$ cat config.mk
export PLATFORM = sky130hd
export DESIGN_NAME = run_controller
export DESIGN_NICKNAME = d
export VERILOG_FILES = /design/src/rtl/run_controller.sv
export SDC_FILE = /design/constraint.sdc
export NUM_CORES = 1
export LEC_CHECK = 0
export ABC_AREA = 1
export CAP_MARGIN = 20
export CORE_AREA = 2 2 114 116
export CTS_CLUSTER_DIAMETER = 120
export DETAILED_ROUTE_END_ITERATION = 12
export DIE_AREA = 0 0 116 118
export PLACE_DENSITY = 0.67
export SYNTH_ARGS = -nofsm -noshare
export SYNTH_HDL_FRONTEND = slang
export SYNTH_SLANG_ARGS = --single-unit
$ cat constraint.sdc
create_clock -name clk -period 1.9 [get_ports clk]
set_input_delay 0.19 -clock clk [delete_from_list [all_inputs] [get_ports clk]]
set_output_delay 0.19 -clock clk [all_outputs]
set_load 0.01 [all_outputs]
$ cat src/rtl/run_controller.sv
// run_controller: sequences the pipelined Beta CPU between host-load and execution.
// Drives the CPU alive input; accepts RUN/STEP/STOP/CLEAR commands over valid/ready,
// detects halt, and counts alive cycles and retired instructions (saturating).
// Optional watchdog: define RUN_CTRL_WDT_EN to build the no-retire watchdog;
// without it wdt_err is tied low and WDT_CYC is unused.
module run_controller #(
  parameter int CNT_W   = 32,
  parameter int STEP_W  = 16,
  parameter int WDT_CYC = 65536
) (
  input  logic              clk,
  input  logic              rst_n,
  input  logic              cmd_valid,
  output logic              cmd_ready,
  input  logic [1:0]        cmd_op,
  input  logic [STEP_W-1:0] step_n,
  input  logic [4:0]        clk_sequence,
  input  logic              halt,
  output logic              alive,
  output logic [2:0]        state,
  output logic              done,
  output logic              cmd_err,
  output logic              wdt_err,
  output logic [CNT_W-1:0]  cycle_count,
  output logic [CNT_W-1:0]  instr_count
);

  typedef enum logic [2:0] {
    ST_IDLE     = 3'd0,
    ST_RUN      = 3'd1,
    ST_STEP     = 3'd2,
    ST_STOPPING = 3'd3,
    ST_HALTED   = 3'd4
  } state_t;

  localparam logic [1:0] OP_RUN   = 2'd0;
  localparam logic [1:0] OP_STEP  = 2'd1;
  localparam logic [1:0] OP_STOP  = 2'd2;
  localparam logic [1:0] OP_CLEAR = 2'd3;

  state_t              state_reg, state_next;
  logic                alive_reg;
  logic                done_reg;
  logic                cmd_err_reg, cmd_err_next;
  logic [STEP_W-1:0]   steps_reg, steps_next;
  logic [CNT_W-1:0]    cycle_reg, cycle_next;
  logic [CNT_W-1:0]    instr_reg, instr_next;
  logic                retire;
  logic                accept;
  logic                wdt_fire;

  // Only the final (RFW) stage enable marks a retire; earlier stage bits are not needed.
  logic unused_stage_bits;
  assign unused_stage_bits = ^clk_sequence[3:0];

  assign retire    = alive_reg & clk_sequence[4];
  // STOPPING is waiting for an instruction boundary and cannot take new work.
  assign cmd_ready = (state_reg != ST_STOPPING);
  assign accept    = cmd_valid & cmd_ready;

`ifdef RUN_CTRL_WDT_EN
  localparam int WDT_W = $clog2(WDT_CYC + 1);

  logic [WDT_W-1:0] idle_cnt_reg;
  logic             wdt_err_reg;

  // The cycle that would bring the idle count up to WDT_CYC fires the watchdog.
  assign wdt_fire = alive_reg & ~retire & (idle_cnt_reg == WDT_W'(WDT_CYC - 1));

  // Idle counter: alive cycles since the last retire; held at zero while not alive,
  // which also gives a fresh count on entry to RUN/STEP.
  always_ff @(posedge clk) begin
    if (!rst_n || !alive_reg || retire) begin
      idle_cnt_reg <= '0;
    end else begin
      idle_cnt_reg <= idle_cnt_reg + WDT_W'(1);
    end
  end

  // Sticky watchdog flag: a simultaneous halt wins, CLEAR in IDLE wipes it.
  always_ff @(posedge clk) begin
    if (!rst_n) begin
      wdt_err_reg <= 1'b0;
    end else if (wdt_fire && !halt) begin
      wdt_err_reg <= 1'b1;
    end else if (state_reg == ST_IDLE && accept && cmd_op == OP_CLEAR) begin
      wdt_err_reg <= 1'b0;
    end
  end

  assign wdt_err = wdt_err_reg;
`else
  // Watchdog compiled out; the limit parameter is kept so both builds share one interface.
  logic unused_wdt_cyc;
  assign unused_wdt_cyc = (WDT_CYC != 0);
  assign wdt_fire = 1'b0;
  assign wdt_err  = 1'b0;
`endif

  // Next-state logic. Priority: halt > watchdog > step completion / stop retire > command.
  // A command accepted in a cycle where a higher-priority exit happens is discarded.
  always_comb begin
    state_next   = state_reg;
    steps_next   = steps_reg;
    cycle_next   = cycle_reg;
    instr_next   = instr_reg;
    cmd_err_next = cmd_err_reg;

    // Counters run in every alive cycle, including the one that causes the exit.
    if (alive_reg && cycle_reg != '1) begin
      cycle_next = cycle_reg + CNT_W'(1);
    end
    if (retire && instr_reg != '1) begin
      instr_next = instr_reg + CNT_W'(1);
    end

    if (alive_reg && halt) begin
      state_next = ST_HALTED;
    end else if (wdt_fire) begin
      state_next = ST_HALTED;
    end else if (state_reg == ST_STEP && retire && steps_reg == STEP_W'(1)) begin
      state_next = ST_IDLE;
      steps_next = '0;
    end else if (state_reg == ST_STOPPING && retire) begin
      state_next = ST_IDLE;
    end else begin
      if (state_reg == ST_STEP && retire) begin
        steps_next = steps_reg - STEP_W'(1);
      end
      if (accept) begin
        case (state_reg)
          ST_IDLE: begin
            case (cmd_op)
              OP_RUN: state_next = ST_RUN;
              OP_STEP: begin
                state_next = ST_STEP;
                steps_next = (step_n == '0) ? STEP_W'(1) : step_n;
              end
              OP_CLEAR: begin
                cycle_next   = '0;
                instr_next   = '0;
                cmd_err_next = 1'b0;
              end
              default: cmd_err_next = 1'b1;
            endcase
          end
          ST_RUN, ST_STEP: begin
            if (cmd_op == OP_STOP) begin
              state_next = ST_STOPPING;
            end else begin
              cmd_err_next = 1'b1;
            end
          end
          ST_HALTED: begin
            // Leaving HALTED keeps the counters so the host can read the run totals.
            if (cmd_op == OP_CLEAR) begin
              state_next = ST_IDLE;
            end else begin
              cmd_err_next = 1'b1;
            end
          end
          default: ;
        endcase
      end
    end
  end

  // State, registered decoded outputs, step counter and statistics registers.
  always_ff @(posedge clk) begin
    if (!rst_n) begin
      state_reg   <= ST_IDLE;
      alive_reg   <= 1'b0;
      done_reg    <= 1'b0;
      cmd_err_reg <= 1'b0;
      steps_reg   <= '0;
      cycle_reg   <= '0;
      instr_reg   <= '0;
    end else begin
      state_reg   <= state_next;
      alive_reg   <= (state_next == ST_RUN) || (state_next == ST_STEP) ||
                     (state_next == ST_STOPPING);
      done_reg    <= (state_next == ST_HALTED);
      cmd_err_reg <= cmd_err_next;
      steps_reg   <= steps_next;
      cycle_reg   <= cycle_next;
      instr_reg   <= instr_next;
    end
  end

  assign state       = state_reg;
  assign alive       = alive_reg;
  assign done        = done_reg;
  assign cmd_err     = cmd_err_reg;
  assign cycle_count = cycle_reg;
  assign instr_count = instr_reg;

endmodule
Word-level counts from Yosys, hierarchy flattened
Cells that the tools add are included.
- flip-flop bits (word level): 86
- bits of input ports: 27
- output and inout port bits: 72
- logic and storage cells: 83
- add/sub/neg operators: 3
- equal/unequal tests: 19
- mux-type cells: 33
- bitwise operators: 5
- reduce and logical (&&, ||, !) cells: 16
- operators by type and width (kind ; number):
    $mux 32 ; 14
    $mux 16 ; 7
    $add 32x1->32 const B ; 2
    $ne 32x32->1 const B ; 2
    $mux 3 ; 6
    $eq 16x1->1 const B ; 1
    $logic_not 16->1 ; 1
    $sub 16x1->16 const B ; 1
    $eq 3x2->1 const B ; 4
    $pmux 3 s3 ; 1
    $ne 2x2->1 const B ; 4
    $reduce_and 8->1 ; 1
    $eq 3x1->1 const B ; 2
    $eq 3x3->1 const B ; 2
    $logic_and 1x1->1 ; 6
    $pmux 3 s2 ; 1
    $eq 2x2->1 const B ; 2
    $reduce_or 2->1 ; 2
    $logic_not 3->1 ; 1
    $ne 3x2->1 const B ; 1
    $not 1->1 ; 3
    $pmux 1 s3 ; 1
    $reduce_bool 3->1 ; 1
    $and 1x1->1 ; 2
    other kinds (6) ; 8

Logic depth before layout (Yosys ltp)
Gate-level depths: netlist of the first run.
- depth after elaboration: 10
- mapped depth: 13
- mapped depth without buffers: 12

Worst setup path after synthesis of the first run
Ideal clock, no wire load.
- kind: register -> register
- from: register cycle_reg[0], in the netlist cycle_count[0]
- to: register cycle_reg[7], in the netlist cycle_count[7]
- setup time: 0.113 ns
- arrival time: 1.591 ns
- setup slack: 0.196 ns
- stages on the path, launching flop included: 11
- path buffers: 1
- cells stage by stage: dfxtp_1 ha_1 nand2_1 nor2_1 nand3_1 nor2_1 a21boi_2 buf_2 nand3_1 nor2_1 nor2_1
- longest elaborated chain between the ends: 9
- elaborated cells between the ends (all ways): 10
- RTL lines (item ; RTL line ; source):
    start, declared ; 46 ; logic [CNT_W-1:0] cycle_reg, cycle_next;
    start signal, assigned ; 185 ; cycle_reg <= cycle_next;
    branches (longest 2 deep; another with $add 32x1->32) ; - ;
    $mux 32 (*) ; 110 ; if (alive_reg && cycle_reg != '1) begin
    $mux 32 ; 133 ; case (cmd_op)
    $mux 32 ; 131 ; case (state_reg)
    $mux 32 ; 130 ; if (accept) begin
    $mux 32 ; 124 ; end else if (state_reg == ST_STOPPING && retire) begin
    $mux 32 ; 121 ; end else if (state_reg == ST_STEP && retire && steps_reg == STEP_W'(1)) begin
    $mux 32 (*) ; 117 ; if (alive_reg && halt) begin
Every way passes the cells marked *.
A chain may end at the register's enable or synchronous reset.

Worst setup path after layout of the first run
- from: register state_reg[0], in the netlist state[0]
- to: output cmd_ready
- longest elaborated chain between the ends: 1
- RTL lines (item ; RTL line ; source):
    start, declared ; 41 ; state_t state_reg, state_next;
    start signal, assigned ; 179 ; state_reg <= state_next;
    $ne 3x2->1 ; 58 ; assign cmd_ready = (state_reg != ST_STOPPING);
    end, declared ; 14 ; output logic cmd_ready,
No other way between the ends.

==> results of run 1 <==
-- final cells by class --
cell class	count	area (um^2)	share of cell area (%)
multi-input combinational	657	3070	42.2
sequential	86	1720	23.7
timing repair buffer	167	1560	21.4
inverter	108	410	5.63
clock buffer	13	260	3.57
tap	172	215	2.95
clock inverter	3	42.5	0.584
-- cells by family after synthesis --
family	Yosys count	synth area share [%]
adder cells (fa/ha/maj)	4	0.957
buffers and inverters	122	9.66
AND/OR/NAND/NOR	559	46.3
other	1	0.0717
XOR/XNOR	9	1.51
AO/OA/AOI/OAI	84	8.59
flip-flops	86	32.9
-- critical path, cell delays in order, from the launching register on --
cell and delay, ps:
dfxtp_1 430, inv_2 70, nor3_2 240, inv_1 70
clkdlybuf4s50_1 480
-- where the power goes --
group / internal (mW) / switching (mW)
Clock: 1.09 / 0.738
Combinational: 0.429 / 0.563
Sequential: 1.86 / 0.0605
Total: 3.38 / 1.36
-- worst min path at each step --
stage,startpoint,end,slack [ps]
after floorplan,rst_n,alive$_SDFF_PN0_,310
after detailed placement,cmd_err$_SDFFE_PN0P_,cmd_err$_SDFFE_PN0P_,470
final,cmd_err$_SDFFE_PN0P_,cmd_err$_SDFFE_PN0P_,480
after global routing,steps_reg[0]$_SDFFE_PN0P_,steps_reg[0]$_SDFFE_PN0P_,510
after CTS,cmd_err$_SDFFE_PN0P_,cmd_err$_SDFFE_PN0P_,490
after global placement,steps_reg[15]$_SDFFE_PN0P_,steps_reg[15]$_SDFFE_PN0P_,470
-- what timing repair did --
action                                  CTS  global route
setup buffers                             0             2
resized for setup                         1            22
hold buffers                              0             0
pin swaps                                 0             2
endpoints found under the setup margin   10            78
-- metrics by stage --
stage | utilization, % | total power, mW | hold WS [ps] | std cells
6_report | 58.7 | 4.75 | 480 | 1206
5_1_grt | 58.7 | 4.96 | 511 | 1206
4_1_cts | 57.9 | 4.73 | 485 | 1204
3_5_place_dp | 55.4 | 2.89 | 465 | 1188
3_3_place_gp | 55.4 | 2.88 | 470 | 1188
2_1_floorplan | - | 2.50 | 313 | 865
-- routing by layer --
| layer | up-vias | share of wire (%) | global-route usage (%) |
|---|---|---|---|
| li1 | 3079 | - | - |
| met1 | 2612 | 48 | 31.5 |
| met2 | 173 | 44 | 34.2 |
| met3 | 24 | 5.3 | 2.88 |
| met4 | 0 | 1.9 | 7.89 |
| met5 | - | 0 | 0 |
-- Yosys cell counts (2+ instances only) --
cell type,number
buf_6,2
nor4_1,2
nor3_1,31
nand3_1,49
inv_2,7
xnor2_1,2
o21ai_1,13
o21a_1,2
nor3_2,4
o211ai_1,3
xor2_1,7
nand2_1,251
nand4_1,22
inv_1,99
a21oi_1,42
buf_2,4
nand2_2,7
nand3b_1,3
dfxtp_1,86
nor2_1,170
and3_1,2
nor2_4,3
buf_4,7
o21ai_0,19
o21bai_1,2
nor3b_1,4
ha_1,4
nor2_2,7
==> metrics.txt, run 1 <==
CTS tree=built; worst slack, placed=-54.9 ps; cell count after synthesis=just under 900; Clock Skew=5.63 ps; Worst Setup Slack, final=between 60 and 70 ps; Final Critical Period=~1800 ps; CTS max path bufs=2; P_leak=roughly 3 nW; largest cells by area after synthesis=dfxtp_1 33%, nand2_1 18%, nor2_1 12%; global route overflow=0; Initial DRC Count=~500; clock slew at reported path FFs=around 60 ps; DRT Pass-1 Iters=5; setup TNS=0 ps; number of CTS-inserted buffers=9; Post-DRT Antenna Nets=0; Final HPWL DP=~11,000 um; Avg Cell Area, Syn=around 6.0 um^2; wire length per cell=12.3 um; share of layout cells above drive strength 1=13.5%; DR vias/cell=~5; Root Buffer=clkbuf_16; Yosys cell types=39; period utilization=a little under 100%; detailed-route via count=slightly below 6,000; wirelength, routed=between 10,000 and 15,000 um; CP startpoint kind=flop; CP required=around 1700 ps; Area growth syn-to-layout=39.4%; Post-synth EDFFs=0; I/O Buffers=between 90 and 100; crit end category=primary output; post-synth top area share=~33%; worst-case reg-to-reg path depth=10; WHS Path Cells=2; Final GP Congestion=roughly 0.92; initial antenna violation count=0; # Max-Cap Violations=0; crit path to=cmd_ready; largest net degree at the start of global routing=25; crit path kind=flop to primary output; final net count=between 1,000 and 1,500; largest area contributor in the netlist=dfxtp_1; H-tree Lvls=3; Crit Path Max Fanout=5; syn nets=about 900; wire length of the first global-routing pass=roughly 24,000 um; reg-to-reg slack, setup=130 ps; initial core utilization=42.1%; Total GRT Usage=~22%; Seq/Total Area, Yosys=between 30% and 40%; Skew-Pair Late Insertion Delay=roughly 340 ps; fillers=around 1,200; commonest non-fill, non-tap cell in the layout=nand2_1; Worst Path Arrival=roughly 1600 ps; die width=116 um; most frequent cells in the layout=249 x nand2_1, 159 x nor2_1, 98 x inv_1; row cnt=about 40; cell area after layout=7290 um^2; drt drc=0; I/O pin count=99; die area=between 10,000 and 15,000 um^2; PD cells=651 nW/um^2; die height=roughly 120 um; CP startpoint=state[0]$_SDFF_PN0_; Fin. Hold Viols=0; dominant synthesized flop cell=dfxtp_1; Area after DPL=slightly below 7000 um^2; Yosys reg bits=86; HP Class=flop to flop; ant diodes=0; FMAX=0.546 GHz; Max IR drop VDD=around 0.35 mV; core area=12,400 um^2; Post-Syn Area=roughly 5200 um^2; vias in the first global route=between 5,000 and 6,000; # clock sinks=86; r2r endpoint=cycle_count[3]$_SDFF_PN0_; pins over their slew limit=0; unrepaired setup endpoints after global routing=true; status=finished, final reports clean; share of flip-flops with an asynchronous set or reset=0%; Yosys warning count=0; Worst R2R Start=state[2]$_SDFF_PN0_; final setup fails=0
Power figures use the tool's default switching activity.
==> run 2: changes to the inputs <==
--- a/config.mk
+++ b/config.mk
@@ -11,6 +11,7 @@
 export CTS_CLUSTER_DIAMETER = 120
 export DETAILED_ROUTE_END_ITERATION = 12
 export DIE_AREA = 0 0 116 118
+export GPL_TIMING_DRIVEN = 1
 export PLACE_DENSITY = 0.67
 export SYNTH_ARGS = -nofsm -noshare
 export SYNTH_HDL_FRONTEND = slang
==> results of run 2 <==
Same layout as run 1: the final DEF is identical, and so are final timing and power.
==> run 3: changes to the inputs <==
--- a/config.mk
+++ b/config.mk
@@ -7,12 +7,12 @@
 export LEC_CHECK = 0
 export ABC_AREA = 1
 export CAP_MARGIN = 20
-export CORE_AREA = 2 2 114 116
+export CORE_AREA = 2 2 103 105
 export CTS_CLUSTER_DIAMETER = 120
 export DETAILED_ROUTE_END_ITERATION = 12
-export DIE_AREA = 0 0 116 118
+export DIE_AREA = 0 0 105 107
 export GPL_TIMING_DRIVEN = 1
-export PLACE_DENSITY = 0.67
+export PLACE_DENSITY = 0.79
 export SYNTH_ARGS = -nofsm -noshare
 export SYNTH_HDL_FRONTEND = slang
 export SYNTH_SLANG_ARGS = --single-unit
==> run 3 against run 2 <==
Against the previous run:
- worst setup slack gained 45 ps
- critical endpoint unchanged
- wire length fell by 3.0%
- cell count decreased by 3.6%
==> metrics.txt, run 3 (synthesized netlist as in run 1, its figures left out) <==
initial core utilization=between 50% and 60%; Max IR drop VDD=0.410 mV; die height=107 um; Final HPWL DP=11,000 um; core area=a little over 10,000 um^2; I/O pin count=99; share of layout cells above drive strength 1=a little over an eighth; cell area after layout=around 7100 um^2; CTS tree=built; status=finished, final reports clean; final setup fails=0; Total GRT Usage=roughly 26%; period utilization=about 94%; slowest stage delay, CP=roughly 470 ps; H-tree Lvls=3; pins over their slew limit=0; die area=11,200 um^2; I/O Buffers=93; placed insts=approximately 1,100; CP bufs+invs=3; Skew-Pair Late Insertion Delay=360 ps; number of CTS-inserted buffers=9; Worst Path Arrival=about 1600 ps; setup TNS=0 ps; wire length of the first global-routing pass=around 24,000 um; DRT Pass-1 Iters=5; initial antenna violation count=0; CTS max path bufs=2; HP Class=flop to flop; crit path kind=flop to primary output; DR top layer=met4; global route overflow=0; row cnt=37; # Max-Cap Violations=0; final net count=between 1,000 and 1,500; clock slew at reported path FFs=about 100 ps; P_leak=just under 3 nW; Area growth syn-to-layout=35.3%; Post-DRT Antenna Nets=0; Root Buffer=clkbuf_8; critical path, cell by cell=inv_1 -> nor3_4 -> inv_1 -> clkdlybuf4s50_1; CP max stage cell=clkdlybuf4s50_1; PD cells=between 500 and 600 nW/um^2; vias in the first global route=5,347; unrepaired setup endpoints after global routing=true; DR vias/cell=roughly 5.2; wire length per cell=12.4 um; crit end category=primary output; hold_buf cts=0; ant diodes=0; largest net degree at the start of global routing=34; WL met1=around 6600 um; detailed-route via count=5,990; CP startpoint kind=flop; Fin. Hold Viols=0; Hold WS=491 ps; CP top delay family=buffers and inverters; Area after DPL=roughly 6700 um^2; WL met3=about 920 um; cell mode on critical path=inv_1; # clock sinks=86; drt drc=0; commonest non-fill, non-tap cell in the layout=nand2_1; CP required=1710 ps; most frequent cells in the layout=249 x nand2_1, 161 x nor2_1, 99 x inv_1; FMAX=approximately 0.56 GHz; Finished Layout Cells=about 1,200; Clock Skew=15.0 ps; Detail Route met2 WL=between 6000 and 7000 um; Final Critical Period=roughly 1800 ps; Final GP Congestion=between 0.9 and 1; Crit Path Max Fanout=5; Initial DRC Count=311; die width=between 100 and 150 um; wirelength, routed=14,400 um
-- run 3: path summary, 6_finish.rpt --
check                                          startpoint                         end  slack [ps]  cells after the start
worst max-delay path                  state[1]$_SDFF_PN0_                   cmd_ready         110                      4
worst min-delay path            steps_reg[0]$_SDFFE_PN0P_   steps_reg[0]$_SDFFE_PN0P_         490                      2
worst max register to register  instr_count[1]$_SDFF_PN0_  instr_count[17]$_SDFF_PN0_         140                     11
worst min register to register  steps_reg[0]$_SDFFE_PN0P_   steps_reg[0]$_SDFFE_PN0P_         490                      2
-- run 3: tightest hold or removal path, stage by stage, from the launching register on --
cell	delay, ps
dfxtp_1	340
nand2_1	70
a21oi_1	50
-- run 3: layout make-up --
type,instances,area (um^2)
clock buffers,10,138
fillers,917,3010
repair buffers,160,1480
multi-input cells,657,3090
clock inverters,6,68.8
inverters,108,407
well taps,136,170
flip-flops and latches,86,1730
-- run 3: per-stage QoR --
stage	worst slack, ps	power, mW	utilization (%)
6_report	115	4.21	70.1
5_1_grt	-19.9	4.43	70.1
4_1_cts	42.7	4.16	68.8
3_5_place_dp	-28.1	2.84	66.7
3_3_place_gp	8.99	2.83	66.7
2_1_floorplan	196	2.50	-
-- run 3: metal layers --
layer  track usage (%)  up-vias
li1                  -     3067
met1              35.1     2683
met2              42.9      217
met3              3.47       23
met4              7.90        0
met5                 0        -
-- run 3: power breakdown --
| part | internal (mW) | leakage (nW) | switching, mW | total (mW) |
|---|---|---|---|---|
| clock network | 0.651 | 0.103 | 0.694 | 1.35 |
| registers | 1.86 | 0.697 | 0.0735 | 1.94 |
| logic | 0.399 | 2.12 | 0.531 | 0.931 |
-- run 3: timing repair --
item                                   4_1_cts  5_1_grt
endpoints found under the hold margin        0        0
pin swaps                                    0        3
gates resized for setup                      1       26
setup buffers                                0        6
setup endpoints to repair                    8       55
